## src/rtl/secded_pkg.sv

```systemverilog
// Shared types and bit-layout constants for the SEC-DED (16,11) decode engine.
package secded_pkg;

    typedef enum logic [2:0] {
        IDLE,
        RD_LO,
        RD_HI,
        CAP,
        DEC,
        WR_LO,
        WR_HI,
        DONE
    } state_t;

    typedef enum logic [1:0] {
        CLEAN,
        SINGLE,
        DOUBLE
    } err_class_t;

    localparam int NUM_DATA = 11;
    localparam int P0_POS   = 0;

    // d1..d11 occupy every non-power-of-two index of the codeword
    localparam int DATA_POS [NUM_DATA] = '{3, 5, 6, 7, 9, 10, 11, 12, 13, 14, 15};

    function automatic logic [NUM_DATA-1:0] extract_data(input logic [15:0] code);
        logic [NUM_DATA-1:0] d;
        d = '0;
        for (int k = 0; k < NUM_DATA; k++) begin
            d[k] = code[DATA_POS[k]];
        end
        return d;
    endfunction

endpackage

```

## src/rtl/secded16_decode.sv

```systemverilog
// Combinational SEC-DED (16,11) decoder: syndrome, overall parity, correction.
module secded16_decode
    import secded_pkg::*;
(
    input  logic [15:0] code,
    output logic [10:0] data,
    output err_class_t  err_class
);

    logic [3:0]  syn;
    logic        par;
    logic [15:0] fixed;

    always_comb begin
        syn = '0;
        for (int i = 1; i < 16; i++) begin
            if (code[i]) begin
                syn = syn ^ 4'(i);
            end
        end
        par       = ^code;
        fixed     = code;
        err_class = CLEAN;
        if (par) begin
            // a zero syndrome with odd parity means p0 itself flipped
            err_class = SINGLE;
            if (syn == 4'd0) begin
                fixed[P0_POS] = ~code[P0_POS];
            end else begin
                fixed = code ^ (16'd1 << syn);
            end
        end else if (syn != 4'd0) begin
            err_class = DOUBLE;
        end
        data = extract_data(fixed);
    end

endmodule

```

## src/rtl/secded_mem_engine.sv

```systemverilog
// Memory-mapped SEC-DED decode engine: reads encoded words over a byte port,
// corrects them and writes the 11-bit messages plus a double-error flag back.
module secded_mem_engine
    import secded_pkg::*;
#(
    parameter int AW        = 8,
    parameter int SRC_BASE  = 64,
    parameter int DST_BASE  = 94,
    parameter int NUM_WORDS = 15,
    parameter int CW        = 8
) (
    input  logic          clk,
    input  logic          reset,
    input  logic          req,
    output logic          ack,
    output logic [AW-1:0] mem_addr,
    output logic          mem_wr_en,
    output logic [7:0]    mem_wr_data,
    input  logic [7:0]    mem_rd_data,
    output logic          busy,
    output logic [CW-1:0] n_single,
    output logic [CW-1:0] n_double
);

    localparam logic [AW-1:0] SRC = AW'(SRC_BASE);
    localparam logic [AW-1:0] DST = AW'(DST_BASE);
    localparam logic [6:0]    LAST_IDX = 7'(NUM_WORDS - 1);

    state_t      state;
    state_t      state_nxt;
    logic [6:0]  idx;
    logic [7:0]  lo_byte;
    logic [7:0]  hi_byte;
    logic [15:0] result;
    logic [10:0] dec_data;
    err_class_t  dec_class;
    logic        last;
    logic [AW-1:0] src_addr;
    logic [AW-1:0] dst_addr;

    assign last     = (idx == LAST_IDX);
    assign src_addr = SRC + AW'({idx, 1'b0});
    assign dst_addr = DST + AW'({idx, 1'b0});

    secded16_decode u_dec (
        .code      ({hi_byte, lo_byte}),
        .data      (dec_data),
        .err_class (dec_class)
    );

    always_ff @(posedge clk) begin
        if (reset) begin
            state <= IDLE;
        end else begin
            state <= state_nxt;
        end
    end

    always_comb begin
        state_nxt = state;
        case (state)
            IDLE:    state_nxt = req ? RD_LO : IDLE;
            RD_LO:   state_nxt = RD_HI;
            RD_HI:   state_nxt = CAP;
            CAP:     state_nxt = DEC;
            DEC:     state_nxt = WR_LO;
            WR_LO:   state_nxt = WR_HI;
            WR_HI:   state_nxt = last ? DONE : RD_LO;
            DONE:    state_nxt = IDLE;
            default: state_nxt = IDLE;
        endcase
    end

    always_comb begin
        mem_addr    = '0;
        mem_wr_en   = 1'b0;
        mem_wr_data = '0;
        case (state)
            RD_LO: mem_addr = src_addr;
            RD_HI: mem_addr = src_addr + AW'(1);
            WR_LO: begin
                mem_addr    = dst_addr;
                mem_wr_en   = 1'b1;
                mem_wr_data = result[7:0];
            end
            WR_HI: begin
                mem_addr    = dst_addr + AW'(1);
                mem_wr_en   = 1'b1;
                mem_wr_data = result[15:8];
            end
            default: ;
        endcase
    end

    // read data lags the address by one cycle, hence the RD_HI/CAP captures
    always_ff @(posedge clk) begin
        if (reset) begin
            idx      <= '0;
            lo_byte  <= '0;
            hi_byte  <= '0;
            result   <= '0;
            n_single <= '0;
            n_double <= '0;
            ack      <= 1'b0;
            busy     <= 1'b0;
        end else begin
            case (state)
                IDLE: begin
                    if (req) begin
                        idx      <= '0;
                        n_single <= '0;
                        n_double <= '0;
                        ack      <= 1'b0;
                        busy     <= 1'b1;
                    end
                end
                RD_HI: lo_byte <= mem_rd_data;
                CAP:   hi_byte <= mem_rd_data;
                DEC: begin
                    if (dec_class == DOUBLE) begin
                        result <= {1'b1, 4'b0, dec_data};
                    end else begin
                        result <= {5'b0, dec_data};
                    end
                    if (dec_class == SINGLE && n_single != '1) begin
                        n_single <= n_single + 1'b1;
                    end
                    if (dec_class == DOUBLE && n_double != '1) begin
                        n_double <= n_double + 1'b1;
                    end
                end
                WR_HI: begin
                    if (!last) begin
                        idx <= idx + 7'd1;
                    end
                end
                DONE: begin
                    ack  <= 1'b1;
                    busy <= 1'b0;
                end
                default: ;
            endcase
        end
    end

endmodule

```

## config.mk

```make
export PLATFORM = sky130hd
export DESIGN_NAME = secded_mem_engine
export DESIGN_NICKNAME = d
export VERILOG_FILES = /design/src/rtl/secded_pkg.sv /design/src/rtl/secded16_decode.sv /design/src/rtl/secded_mem_engine.sv
export SDC_FILE = /design/constraint.sdc
export NUM_CORES = 1
export LEC_CHECK = 0
export CORE_MARGIN = 10
export CORE_UTILIZATION = 35
export CTS_CLUSTER_SIZE = 14
export DETAILED_ROUTE_END_ITERATION = 16
export SETUP_SLACK_MARGIN = 0.15
export SLEW_MARGIN = 20
export SYNTH_ARGS = -nofsm -noshare
export SYNTH_HDL_FRONTEND = slang
export SYNTH_SLANG_ARGS = --single-unit
```

## constraint.sdc

```tcl
create_clock -name clk -period 2.8 [get_ports clk]
set_clock_uncertainty 0.05 [all_clocks]
set_input_delay 0.56 -clock clk [delete_from_list [all_inputs] [get_ports clk]]
set_output_delay 0.56 -clock clk [all_outputs]
set_load 0.01 [all_outputs]
```

**After elaboration in Yosys (flattened, before gate mapping)**

Cells that the tools add are included.

- Add/sub/neg operators: 7
- Eq/ne operators: 16
- Shift-type cells: 1
- Multiplexer cells: 39
- Bitwise gates (word level): 16
- Reduce and logical (&&, ||, !) cells: 14

Operator list:

| operator | number |
|---|---|
| 8-bit case mux with 2 select lines | 3 |
| 8-bit by 1-bit adder with 8-bit output, second input constant | 4 |
| 16-bit 2-to-1 mux | 2 |
| 4-bit 2-to-1 mux | 8 |
| 8-bit case mux with 4 select lines | 1 |
| 8-bit 2-to-1 mux | 3 |
| 3-bit case mux with 8 select lines | 1 |
| 7-bit by 8-bit adder with 8-bit output, first input constant | 2 |
| 8-bit != test, second input constant | 2 |
| 16-bit parity | 1 |
| 1-bit by 4-bit << shifter with 16-bit output, first input constant | 1 |
| 16-bit bitwise XOR | 1 |
| 15-bit 2-to-1 mux | 1 |
| 3-bit 2-to-1 mux | 5 |
| 7-bit 2-to-1 mux | 2 |
| 7-bit case mux with 2 select lines | 1 |
| 3-bit == test, second input constant | 4 |
| 2-bit inverter | 6 |
| 3-bit inverter | 4 |
| 3-bit AND reduction | 3 |
| 2-bit 2-to-1 mux | 4 |
| 2-bit != test, second input constant | 4 |
| 7-bit by 1-bit adder with 7-bit output, second input constant | 1 |
| 7-bit by 4-bit == test with 1-bit output, second input constant | 1 |
| 16 further kinds | 28 |

- Flip-flop bits (word level): 60
- Bits of input ports: 11
- Word-level logic and storage cells: 102

**Longest topological paths before layout**

Gate-level depths: netlist of the first run.

- Depth after elaboration: 33
- Mapped depth: 9
- Gate-level depth less buffers: 9

**Modules after synthesis**

Synthesis of the first run repeated with hierarchy kept, for this count alone.

- Cells, all modules: 418
- Area total of the unflattened synthesis: 3,383.2 um^2

By module, submodules not included:

| module | instances | cells an instance | area an instance (um^2) | seq. area each (um^2) |
|---|---|---|---|---|
| secded_mem_engine | 1 | 336 | 2,721.4 | 1,121.1 |
| secded16_decode | 1 | 82 | 661.9 | 0.0 |

**Worst setup path after synthesis of the first run**

No wires, ideal clock.

- Kind: register to register
- From: register hi_byte[2]
- To: register n_single[7]
- Setup time: 0.128 ns
- Data arrival time: 2.280 ns
- Data required time: 2.622 ns
- Slack: 0.342 ns
- Cell stages (with the launch flop): 8
- Path buffers: 0
- Period minus slack after synthesis: 2.458 ns
- Path through: dfxtp_1 xnor3_2 xnor3_2 xnor3_2 a311oi_4 nand4_1 xor2_1 nor2_1

- Longest elaborated chain between the ends: 18
- Elaborated cells on any way between the ends: 19
- Classes of those cells: eq/ne: 2; mux: 8; bitwise: 5; reduce/logical: 4

Ends and longest elaborated chain:

| item | line | text |
|---|---|---|
| start, declared | secded_mem_engine.sv:33 | `logic [7:0] hi_byte;` |
| start signal, assigned | secded_mem_engine.sv:118 | `CAP: hi_byte <= mem_rd_data;` |
| 4-bit 2-to-1 mux | secded16_decode.sv:17 | `if (code[i]) begin` |
| 3-bit inverter (no source line) | -- |  |
| 4-bit 2-to-1 mux | secded16_decode.sv:17 |  |
| 2-bit inverter (no source line) | -- |  |
| 4-bit 2-to-1 mux | secded16_decode.sv:17 |  |
| 3-bit inverter (no source line) | -- |  |
| 4-bit 2-to-1 mux | secded16_decode.sv:17 |  |
| 3-bit inverter (no source line) | -- |  |
| [... 2 more ...] | -- |  |
| 4-bit 2-to-1 mux | secded16_decode.sv:17 |  |
| 4-bit nonzero test | secded16_decode.sv:32 | `end else if (syn != 4'd0) begin` |
| 2-bit 2-to-1 mux | secded16_decode.sv:32 |  |
| 2-bit 2-to-1 mux (*) | secded16_decode.sv:24 | `if (par) begin` |
| 2-bit by 1-bit == test with 1-bit output (*) | secded_mem_engine.sv:125 | `if (dec_class == SINGLE && n_single != '1) begin` |
| 1-bit logical AND (*) | secded_mem_engine.sv:125 |  |
| 2-bit != test (no source line) (*) | -- |  |
| 3-bit AND reduction (no source line) (*) | -- |  |
| end signal, assigned | secded_mem_engine.sv:126 | `n_single <= n_single + 1'b1;` |
| end, declared | secded_mem_engine.sv:21 | `output logic [CW-1:0] n_single,` |

Every way passes the cells marked *; elsewhere a longest branch is shown, timed or not.
A chain may end at the register's enable or synchronous reset.

**Final worst setup path of the first run**

- From: register idx[0]
- To: output mem_addr[2]

- Longest elaborated chain between the ends: 3
- Elaborated cells on any way between the ends: 5
- Classes of those cells: add/sub: 4; mux: 1

Ends and longest elaborated chain:

| item | line | text |
|---|---|---|
| start, declared | secded_mem_engine.sv:31 | `logic [6:0] idx;` |
| start signal, assigned | secded_mem_engine.sv:134 | `idx <= idx + 7'd1;` |
| 7-bit by 8-bit adder with 8-bit output, on equally long branches | secded_mem_engine.sv:43, secded_mem_engine.sv:42 |  |
| 8-bit by 1-bit adder with 8-bit output, on equally long branches | secded_mem_engine.sv:87, secded_mem_engine.sv:80 |  |
| 8-bit case mux with 4 select lines (*) | secded_mem_engine.sv:78 | `case (state)` |
| end, declared | secded_mem_engine.sv:16 | `output logic [AW-1:0] mem_addr,` |

Marks and branches as above.

==> out/metrics.cfg, run 1 <==
[outcome]
status=completed

[floorplan]
start_util_pct=35.5
ios=46
core_area_um2=8590
rows=34
die_area_um2=12900
die_x_um=113
die_y_um=113

[logic_synthesis]
yosysWarningCount=0
syn_inst=355
syn_area_per_cell_um2=8.60
yosys.cell_count.top_type=nor2_1
synth_nets=371
ys_seq_elements=56
synthArstFlopShare_pct=0
synthTopCellsByCount=nor2_1 (60), dfxtp_1 (56), xnor2_1 (22)
synth.distinct_cells=37
synth.area.top_cells=dfxtp_1 (37%), nor2_1 (7.4%), xnor2_1 (6.3%), mux2i_1 (6.2%), xor2_1 (5.7%)
synth_enable_flop_cells=0
syn_area_um2=3050
yosysTopAreaCellShare_pct=36.7
ys_seq_area_share_pct=36.7
ys.flop_type=dfxtp_1
yosys.area.top_type=dfxtp_1

[finish]
multi_input_area_um2=1830
final_cell_area_um2=3800
fillers=865
fin_nets=414
diodes=0
drive_gt1_share_pct=9.77
seq_area_um2=1130
syn_to_final_growth_pct=24.6

[timing]
setup_tns_ns=0
fmax_mhz=392
hold_ws_ns=0.454
rsz0062_at_grt=no
relSlewSlack_pct=46.8
worst_pin_slew_ns=0.798
hold_viol_final=0
period_share_pct=91.2
fin_crit_ns=2.55
setup-violations-final=0
finalMaxSlewViolations=0

[routing]
viasPerCell=4.95
drt-wirelength-per-cell_um=13.7
drc_errors=0
wl_um=6970
drt-pass1-iter-count=4
num_vias=2510
final_antenna_net_count=0
drt-initial-drc-count=124

[critical_path]
r2r_setup_slack_ns=0.28
startpoint_type=register
cp_cell_sequence=inv_1 > ha_1 > a211oi_1 > clkdlybuf4s50_1
cp_top_family=buffers and inverters
worstPathArrival_ns=1.94
worstSetupEndpointType=output pin
critPathSlowestCell=clkdlybuf4s50_1
worstPathMaxFanout=6
critPathRequiredTime_ns=2.19
timing.rr.end=n_single[3]
max_stage_delay_ns=0.58
r2r-start=hi_byte[2]
worstRegToRegCells=8
crit_type=register to output pin
cp_num_buf_inv=2

[global_routing]
busiest_layer=met2
grt_start_max_net_pins=38
grtUsageTotal_pct=10.6
antenna_found_initial=0
grtUsageMet2_pct=16.5
grt_overflow=0
grt_first_pass_wirelength_um=11600
grtUsageMet1_pct=13.7
grt_use_met3_pct=3.25
grt_pass1_vias=2398

[place]
portBuffers=45
hpwlAfterDp_um=5230
dpl_cell_area_um2=3640
place.gp.congestion=0.840

[clocking]
clk_pin_slew_ns=0.10
cts_sinks=56
cts_tree=built
clkLatencyLatePin_ns=0.31
cts_buffer_depth=2
cts_max_level=2
clockRootBuffer=clkbuf_8
cts_buffers=5

[power_and_ir_drop]
vdd_ir_drop_max_v=0.000188
power_uw=1820
power.density_nw_per_um2=477
leakage_uw=0.00143

[hold_path]
hold_start=state[0]
hold_end=state[0]
whs_path_depth=1
hold_class=register to register

[run]
max-cap-violations=0

## flip-flops by register name, summed over array words and instances (netlist names)
signal / cells
busy: 1
lo_byte: 8
n_single: 8
n_double: 8
result: 12
idx: 7
state: 3
ack: 1
hi_byte: 8
## metal layers
| layer | vias up | part of all wire (%) |
|---|---|---|
| li1 | 1309 | - |
| met1 | 1154 | 48 |
| met2 | 42 | 44 |
| met3 | 5 | 6.2 |
| met4 | 0 | 0.99 |
| met5 | - | 0 |
## what timing repair did
action	in CTS	in global routing
endpoints found under the hold margin	0	0
setup buffers	0	1
hold buffers	0	0
endpoints found under the setup margin	8	24
pin swaps	1	1
resized for setup	2	8
gates cloned	0	0
## stage by stage
step / util [%] / worst slack [ns] / std cells
after floorplan: - / 0.342 / 355
after global placement: 42.4 / 0.195 / 498
after detailed placement: 42.4 / 0.125 / 498
after CTS: 44.0 / 0.150 / 506
after global routing: 44.3 / 0.148 / 507
final: 44.3 / 0.246 / 507
## cells in the final DEF (no fill, tap or decap), types with 4 or more instances in the layout
| cell type | count |
|---|---|
| dfxtp_2 | 6 |
| dfxtp_1 | 49 |
| ha_1 | 5 |
| nor2b_1 | 8 |
| a311oi_1 | 8 |
| clkbuf_8 | 5 |
| inv_1 | 5 |
| nand2b_1 | 5 |
| clkdlybuf4s50_1 | 43 |
| xor2_1 | 20 |
| nor2_1 | 60 |
| a21oi_1 | 15 |
| nand3_1 | 10 |
| buf_4 | 13 |
| or3_1 | 17 |
| and3_1 | 8 |
| nor3_1 | 9 |
| a211oi_1 | 4 |
| xnor2_1 | 22 |
| mux2i_1 | 19 |
| nand4_1 | 5 |
| a31oi_1 | 4 |
| a22oi_1 | 4 |
| nand2_1 | 13 |
| o21ai_0 | 16 |
## worst max path at each step
stage	from	end	slack, ns	cells past startpoint
floorplan	hi_byte[2]	n_single[7]	0.34	7
global placement	hi_byte[2]	n_single[7]	0.20	7
detailed placement	hi_byte[2]	n_single[6]	0.12	7
CTS	idx[1]	mem_addr[7]	0.15	7
global route	hi_byte[2]	n_single[3]	0.15	8
finish	idx[0]	mem_addr[2]	0.25	4
## cells by family (layout without fill, tap and decap cells)
logic type                 Yosys count  after routing  share of synthesized area [%]
DFF                                 56             56                           36.7
xor gates and xnor gates            49             49                           16.7
and+or+nand+nor                    145            145                           23.3
AOI/OAI and AO/OA                   54             54                           11.6
muxes                               19             19                           6.23
buffers and inverters               27             71                           3.40
adders and majority gates            5              5                           2.05
## report_power, final
group,internal [µW],switching [µW]
Sequential,818,26.7
Combinational,154,181
Clock,360,276
## final cells by class
| type | count | share of cell area, % |
|---|---|---|
| Sequential cell | 56 | 29.8 |
| Tap cell | 108 | 3.55 |
| Clock buffer | 5 | 1.81 |
| Clock inverter | 3 | 1.81 |
| Timing Repair Buffer | 58 | 14.5 |
| Multi-Input combinational cell | 272 | 48.0 |
| Inverter | 5 | 0.493 |
(Power assumes the default switching activity.)
==> inputs of run 2 (changes only) <==
- CTS_BUF_LIST: unset -> sky130_fd_sc_hd__clkbuf_8
==> results of run 2 <==
The final DEF is identical to that of run 1; final timing and power are the same.
==> inputs of run 3 (changes only) <==
- clock period: 2.8 -> 3.25 ns (I/O delays scaled with it)
==> run 3 against run 2 <==
Sequential power decreased by 14%. Sequential share of layout area increased by 0.32 points. Flip-flop and latch count unchanged. Via count decreased by 0.88%. First-iteration DRC count decreased by 17%. Critical path depth increased by 3. Routed wire length decreased by 2.3%. Clock power decreased by 24%. Critical endpoint is now mem_addr[7].
==> out/metrics.cfg, run 3 (same netlist as run 1, synthesis figures left out) <==
[outcome]
status=completed

[finish]
largest_register=result
drive_gt1_share_pct=6.62
fin_nets=408
diodes=0
final_cell_area_um2=3730
syn_to_final_growth_pct=22.1
final_core_util_pct=43.4
mostFrequentLayoutCells=nor2_1 (60), dfxtp_1 (56), clkdlybuf4s50_1 (45)
layout_commonest_cell=nor2_1
largest_reg_flops=12

[routing]
final_antenna_net_count=0
drt-initial-drc-count=103
num_vias=2488
wl_um=6810
drt-pass1-iter-count=4
viasPerCell=4.97
drt-wirelength-per-cell_um=13.6
drc_errors=0

[critical_path]
worstPathMaxFanout=6
worstPathArrival_ns=2.06
cp_top_family=buffers and inverters
startpoint_type=register
cp_num_buf_inv=2
max_stage_delay_ns=0.54
worstSetupEndpointType=output pin
critPathSlowestCell=clkdlybuf4s50_1
crit_type=register to output pin
critPathRequiredTime_ns=2.55
cp_cell_sequence=inv_1 > ha_1 > nand2_1 > a31oi_1 > xor2_1 > nor2_1 > clkdlybuf4s50_1

[global_routing]
grtUsageTotal_pct=10.8
antenna_found_initial=0
grt_start_max_net_pins=38
grt_first_pass_wirelength_um=11900
grt_pass1_vias=2446
grt_overflow=0

[timing]
worst_pin_slew_ns=0.767
fmax_mhz=362
hold_ws_ns=0.454
finalMaxSlewViolations=0
setup_tns_ns=0
fin_crit_ns=2.76
hold_viol_final=0
period_share_pct=85.0
relSlewSlack_pct=48.8
rsz0062_at_grt=no
setup-violations-final=0

[clocking]
cts_setup_buffers=0
clockRootBuffer=clkbuf_8
cts_buffer_depth=2
cts_max_level=2
clk_pin_slew_ns=0.10
hold_buffers=0
cts_resized=0
cts_sinks=56
clkLatencyLatePin_ns=0.31
cts_tree=built
cts_buffers=5

[place]
place.gp.congestion=0.825
portBuffers=45
hpwlAfterDp_um=5140
dpl_cell_area_um2=3600

[floorplan]
ios=46
start_util_pct=35.5
rows=34
die_y_um=113
die_x_um=113
core_area_um2=8590
die_area_um2=12900

[run]
max-cap-violations=0

[power_and_ir_drop]
vdd_ir_drop_max_v=0.000210
leakage_uw=0.00135
power.density_nw_per_um2=401

[hold_path]
hold_class=register to register

[run 3: cell type report]
| cell class | instances | area [µm²] |
|---|---|---|
| fill | 888 | 4870 |
| multi-input combinational | 272 | 1830 |
| sequential | 56 | 1120 |
| timing repair buffer | 52 | 503 |
| tap | 108 | 135 |
| clock buffer | 6 | 82.6 |
| clock inverter | 2 | 38.8 |
| inverter | 5 | 18.8 |
[run 3: path summary, 6_finish.rpt]
| path | slack (ns) | end | start | cells past startpoint |
|---|---|---|---|---|
| worst min register to register | 0.45 | result[8] | result[8] | 2 |
| worst max register to register | 0.55 | n_single[7] | hi_byte[3] | 7 |
| worst max-delay path | 0.49 | mem_addr[7] | idx[0] | 7 |
| worst min-delay path | 0.45 | result[8] | result[8] | 2 |
[run 3: layer usage]
metal	wire [µm]	up-vias	global-route usage, %	part of all wire (%)
li1	-	1309	-	-
met1	3280	1129	13.9	48
met2	2990	45	17.4	44
met3	459	5	3.31	6.7
met4	70	0	2.54	1.0
met5	0	-	0	0
[run 3: through the flow]
step | instances | worst slack (ns) | power [µW]
floorplan | 355 | 0.792 | 945
global placement | 493 | 0.636 | 1020
detailed placement | 493 | 0.559 | 1030
CTS | 501 | 0.447 | 1520
global route | 501 | 0.336 | 1570
finish | 501 | 0.488 | 1490
[run 3: tightest hold or removal path, cell delays in order (launching register included)]
cell	delay (ns)
dfxtp_1	0.32
nor2_1	0.09
a311oi_1	0.05
[run 3: power breakdown]
group          switching, µW  internal (µW)  total, µW
Combinational            153            127        280
Sequential              24.1            704        728
Clock                    232            252        484
